<file path="src/rtl/akp_stream_rx.sv">
// AKP stream receiver: checks sop/eop framing and line length, buffers 192-bit
// result words in a small FIFO and serializes each into six 32-bit beats.
module akp_stream_rx #(
  parameter int unsigned DEPTH = 4
) (
  input  logic                             clk,
  input  logic                             clr,
  input  logic                             ink,
  input  logic                             data_valid,
  input  logic                             sop,
  input  logic                             eop,
  input  logic [191:0]                     din,
  input  logic [11:0]                      L_stroke,
  output logic [31:0]                      dout,
  output logic                             dout_valid,
  input  logic                             dout_ready,
  output logic                             dout_sop,
  output logic                             dout_eop,
  output logic                             frame_done,
  output logic                             frame_err,
  output logic                             len_err,
  output logic                             ovf,
  output logic [$clog2(DEPTH+1)-1:0]       fifo_level
);

  localparam int unsigned AW = $clog2(DEPTH);
  localparam int unsigned LW = $clog2(DEPTH + 1);
  localparam int unsigned EW = 194;

  typedef enum logic {IDLE, RECV} state_t;

  state_t          state;
  logic [11:0]     cnt;
  logic [11:0]     cnt_inc;
  logic            wq_en;
  logic [EW-1:0]   wq_data;

  logic [EW-1:0]   mem [DEPTH];
  logic [AW-1:0]   wr_ptr;
  logic [AW-1:0]   rd_ptr;
  logic            full;
  logic            empty;
  logic            wr_en;
  logic            rd_en;
  logic [EW-1:0]   rd_data;

  logic [191:0]    sr;
  logic [2:0]      idx;
  logic            ent_eop;
  logic            hs;
  logic            load;

  assign cnt_inc = (cnt == 12'hFFF) ? cnt : cnt + 12'd1;

  // Framing FSM; accepted words go through a one-entry write stage into the FIFO.
  always_ff @(posedge clk or posedge clr) begin
    if (clr) begin
      state      <= IDLE;
      cnt        <= 12'd0;
      frame_done <= 1'b0;
      frame_err  <= 1'b0;
      len_err    <= 1'b0;
      wq_en      <= 1'b0;
      wq_data    <= '0;
    end else begin
      frame_done <= 1'b0;
      frame_err  <= 1'b0;
      len_err    <= 1'b0;
      wq_en      <= 1'b0;
      if (ink) begin
        frame_err <= (state == RECV);
        state     <= IDLE;
        cnt       <= 12'd0;
      end else if (data_valid) begin
        if (sop) begin
          frame_err <= (state == RECV);
          wq_en     <= 1'b1;
          wq_data   <= {1'b1, eop, din};
          cnt       <= 12'd1;
          if (eop) begin
            state      <= IDLE;
            frame_done <= 1'b1;
            len_err    <= (L_stroke != 12'd0) && (L_stroke != 12'd1);
          end else begin
            state <= RECV;
          end
        end else if (state == IDLE) begin
          frame_err <= 1'b1;
        end else begin
          wq_en   <= 1'b1;
          wq_data <= {1'b0, eop, din};
          cnt     <= cnt_inc;
          if (eop) begin
            state      <= IDLE;
            frame_done <= 1'b1;
            len_err    <= (L_stroke != 12'd0) && (L_stroke != cnt_inc);
          end
        end
      end
    end
  end

  assign full    = (fifo_level == LW'(DEPTH));
  assign empty   = (fifo_level == LW'(0));
  assign rd_en   = load;
  // A same-edge read frees a slot, so a full FIFO still accepts the write.
  assign wr_en   = wq_en && (!full || rd_en);
  assign rd_data = mem[rd_ptr];

  always_ff @(posedge clk) begin
    if (wr_en) mem[wr_ptr] <= wq_data;
  end

  always_ff @(posedge clk or posedge clr) begin
    if (clr) begin
      wr_ptr     <= '0;
      rd_ptr     <= '0;
      fifo_level <= '0;
      ovf        <= 1'b0;
    end else begin
      if (wr_en) wr_ptr <= wr_ptr + AW'(1);
      if (rd_en) rd_ptr <= rd_ptr + AW'(1);
      case ({wr_en, rd_en})
        2'b10:   fifo_level <= fifo_level + LW'(1);
        2'b01:   fifo_level <= fifo_level - LW'(1);
        default: fifo_level <= fifo_level;
      endcase
      if (wq_en && !wr_en) ovf <= 1'b1;
    end
  end

  assign hs   = dout_valid && dout_ready;
  assign load = !empty && (!dout_valid || (hs && idx == 3'd5));
  assign dout = sr[191:160];

  // Serializer: shifts the held word left one beat per handshake.
  always_ff @(posedge clk or posedge clr) begin
    if (clr) begin
      sr         <= '0;
      idx        <= 3'd0;
      ent_eop    <= 1'b0;
      dout_valid <= 1'b0;
      dout_sop   <= 1'b0;
      dout_eop   <= 1'b0;
    end else if (load) begin
      sr         <= rd_data[191:0];
      idx        <= 3'd0;
      ent_eop    <= rd_data[192];
      dout_valid <= 1'b1;
      dout_sop   <= rd_data[193];
      dout_eop   <= 1'b0;
    end else if (hs) begin
      if (idx == 3'd5) begin
        dout_valid <= 1'b0;
        dout_sop   <= 1'b0;
        dout_eop   <= 1'b0;
      end else begin
        sr       <= {sr[159:0], 32'd0};
        idx      <= idx + 3'd1;
        dout_sop <= 1'b0;
        dout_eop <= ent_eop && (idx == 3'd4);
      end
    end
  end

endmodule

</file>
<file path="config.mk">
export PLATFORM = sky130hd
export DESIGN_NAME = akp_stream_rx
export DESIGN_NICKNAME = d
export VERILOG_FILES = /design/src/rtl/akp_stream_rx.sv
export SDC_FILE = /design/constraint.sdc
export NUM_CORES = 2
export LEC_CHECK = 0
export ABC_AREA = 0
export BUFFER_PORTS_ARGS = -buffer_cell sky130_fd_sc_hd__buf_2
export CAP_MARGIN = 15
export CORE_MARGIN = 1.5
export CORE_UTILIZATION = 35
export CTS_CLUSTER_SIZE = 20
export DETAILED_ROUTE_END_ITERATION = 7
export PLACE_DENSITY_LB_ADDON = 0.1
export SKIP_LAST_GASP = 1
export SYNTH_ARGS = -nofsm -noshare
export SYNTH_HDL_FRONTEND = slang
export SYNTH_SLANG_ARGS = --single-unit
</file>
<file path="constraint.sdc">
create_clock -name clk -period 23.7 [get_ports clk]
set_input_delay 7.11 -clock clk [delete_from_list [all_inputs] [get_ports clk]]
set_output_delay 7.11 -clock clk [all_outputs]
set_load 0.005 [all_outputs]
</file>
==> summary.md <==
| Metric | Value |
|---|---|
| Antenna Nets Post-Route | `0` |
| CTS Buffer Depth | `3` |
| I/O Buffers | `252` |
| List of most frequent post-synthesis cells | `edfxtp_1 (776), dfrtp_1 (418), nand2_1 (243), o21ai_0 (209), mux2_2 (196)` |
| Io pins | `253` |
| First drt pass iteration count | `5` |
| CTS Buf Count | `137` |
| Crit Path Category | `in -> reg` |
| CP max stage cell | `buf_4` |
| Clock transition at path regs | `0.06 ns` |
| Internal | `4.40 mW` |
| Nets | `3019` |
| RSZ-0062 raised after global routing | `false` |
| H-tree depth | `4` |
| Worst EP required | `24.28 ns` |
| Synth Register Bits | `1194` |
| Layout cells sized above 1 | `30.5%` |
| Initial antenna violation count | `5` |
| CTS-repair resized insts | `0` |
| Routability Congestion | `roughly 0.74` |
| Hold wc startpoint | `ovf` |
| Final Critical Period | `9.73 ns` |
| Cell taking the most area after synthesis | `edfxtp_1` |
| Final global-route overflow total | `0` |
| Post-route DRC | `0` |
| Clock sinks | `1194` |
| Final slew viol count | `0` |
| Syn nets | `2770` |
| Max incr delay on CP | `0.84 ns` |
| Most frequent cell after synthesis | `edfxtp_1` |
| Mapped cell area | `0.0460 mm²` |
| Flop-to-flop setup slack | `19.55 ns` |
| Critical Path Source Type | `input pin` |
| DR WL/cell | `23.7 µm` |
| Crit-path most repeated cell | `buf_4` |
| Worst Hold Class | `reg -> reg` |
| Async SR Flop Fraction | `35.0%` |
| Sw Share | `a little over a quarter` |
| Global-route wire length before repair | `164 mm` |
| Setup TNS | `0 ns` |
| Largest net degree at the start of global routing | `~210` |
| Pwr Density | `113 mW/mm²` |
| Post-layout instance area | `0.0535 mm²` |
| Largest cells by area after synthesis | `edfxtp_1 (51%), dfrtp_1 (23%), mux4_2 (9.5%)` |
| Core area | `between 0.1 and 0.15 mm²` |
| Clk pwr share | `roughly 35%` |
| Worst vdd ir | `roughly 0.13 mV` |
| WHS Endpoint | `ovf` |
| Worst Skew | `0.0252 ns` |
| Synth top area share | `around half` |
| CTS tree | `built` |
| Status | `completed` |
| Met2 Track Usage GR | `around 27%` |
| Post-Place Cells | `4400` |
| P_leak | `19.5 nW` |
| Flop pwr share | `47.4%` |
| Reg-to-reg critical path startpoint | `idx[1]` |
| Drt first-iter violations | `1534` |
| Post-DP HPWL | `64.6 mm` |
| Yosys cell types | `53` |
| Levels on crit path | `7` |
| Detailed-route via count | `roughly 23000` |
| Measured slew at the worst slew-check pin | `1.15 ns` |
| Critical Path AT | `10.31 ns` |
| Max Fclk | `0.103 GHz` |
| CTS hold repair buffers | `0` |
| Row cnt | `about 130` |
| Root Driver | `clkbuf_16` |
| RR Endpoint | `sr[161]` |
| Met3 GRT Util | `under 10%` |
| Crit path max-delay family | `buffers and inverters` |
| Layout Cells excl Fill | `between 4000 and 5000` |
| Psw | `1.65 mW` |
| Die area | `approximately 0.13 mm²` |
| Vias in the first global route | `24200` |
| M1 GR Usage | `roughly a quarter` |
| Post-CTS Setup Bufs | `0` |
| Die Y | `365 µm` |
| Sequential area share after synthesis | `73.4%` |
| Area growth from synthesis to layout | `16.4%` |
| Logic pwr share | `17.2%` |
| Starting density of the core | `roughly 35%` |
| Fin crit share | `41.1%` |
| Hold Path Depth | `1` |
| Post-synth EDFFs | `776` |
| Drt via density | `4.96` |
| Crit-path max FO | `204` |
| Worst path bufs/invs | `4` |
| Total GRT Usage | `16.9%` |
| Area post-placement | `0.0489 mm²` |
| Element type at the critical path end | `flop` |
| CP cell instances | `buf_2, a31oi_1, nor2_4, buf_4, buf_12, buf_4, o21ai_0` |
| DRT Wirelength | `110 mm` |
| FF-to-FF path depth | `8` |
| Syn Inst Count | `2548` |
| Hold Fails Final Rpt | `0` |
| Maxcap violations | `0` |
| Global route hottest layer | `met2` |
| YS warnings | `0` |
| Final setup violation count | `0` |
| Clock latency on the worst-skew pair | `approximately 0.76 ns` |
| Die X | `roughly 370 µm` |
| Average cell area after synthesis | `between 15 and 20 µm²` |
| Ys flop type | `edfxtp_1` |
| Slew headroom | `23.4%` |
==> per-stage QoR <==
stage,util [%],hold slack (ns),setup slack [ns],power (mW)
2_1_floorplan,-,0.460,4.96,3.59
3_3_place_gp,37.6,0.464,13.18,3.97
3_5_place_dp,37.6,0.456,13.15,4.00
4_1_cts,41.2,0.479,13.96,6.18
5_1_grt,41.2,0.490,13.65,6.35
6_report,41.2,0.474,13.97,6.05
==> area by class of cell <==
cell class / count / area (µm²)
fillers: 11800 / 76500
flip-flops and latches: 1194 / 33800
multi-input cells: 1167 / 11300
clock buffers: 185 / 3770
well taps: 1742 / 2180
repair buffers: 281 / 1570
clock inverters: 66 / 806
inverters: 16 / 67.6
diodes: 1 / 2.50
==> cells in the final DEF (no fill, tap or decap), drive strengths merged, types with 27 or more instances in the layout <==
master / instances
edfxtp: 776
dfrtp: 418
buf: 281
nand2: 243
o21ai: 209
mux2: 196
mux4: 194
clkbuf: 185
mux2i: 164
clkinv: 33
inv: 27
==> registers in the layout (all words and copies together) (netlist names) <==
signal      count
mem           776
wq_data       194
sr            192
cnt            12
fifo_level      3
idx             3
rd_ptr          2
wr_ptr          2
dout_eop        1
dout_sop        1
dout_valid      1
ent_eop         1
frame_done      1
frame_err       1
len_err         1
ovf             1
state           1
wq_en           1
==> power groups by stage <==
stage / logic (mW) / registers, mW / clock network, mW
floorplan: 0.847 / 2.75 / 0
global placement: 1.07 / 2.90 / 0
detailed placement: 1.08 / 2.92 / 0
CTS: 1.08 / 2.88 / 2.21
global route: 1.15 / 2.91 / 2.29
finish: 1.04 / 2.87 / 2.14
==> kinds of logic after synthesis <==
family | count (synthesis) | share of synthesized area [%]
muxes | 554 | 17.9
and+or+nand+nor | 330 | 3.09
xor gates and xnor gates | 19 | 0.362
DFF | 1194 | 73.4
buffers and inverters | 187 | 2.01
adders and majority gates | 11 | 0.316
AOI/OAI and AO/OA | 253 | 2.90
==> worst reg2reg max path, delay by kind of cell (launching register included) <==
family / cells / cell delay, ns
AOI/OAI and AO/OA: 2 / 0.65
and+or+nand+nor: 1 / 0.11
buffers and inverters: 4 / 2.50
DFF: 1 / 0.39
adders and majority gates: 1 / 0.33
==> routing by layer <==
layer	vias up	part of all wire (%)
met2	475	48
met4	0	2.2
met3	143	4.1
met1	12100	46
li1	10300	-
met5	-	0
==> worst max-delay path by stage <==
stage,from,endpoint,slack (ns)
floorplan,clr,cnt[0],4.96
global placement,dout_ready,mem[1][108],13.18
detailed placement,dout_ready,mem[1][137],13.15
CTS,dout_ready,mem[1][158],13.96
global route,dout_ready,sr[97],13.65
finish,dout_ready,sr[161],13.97
No activity file was read; power rests on OpenSTA's default activity.
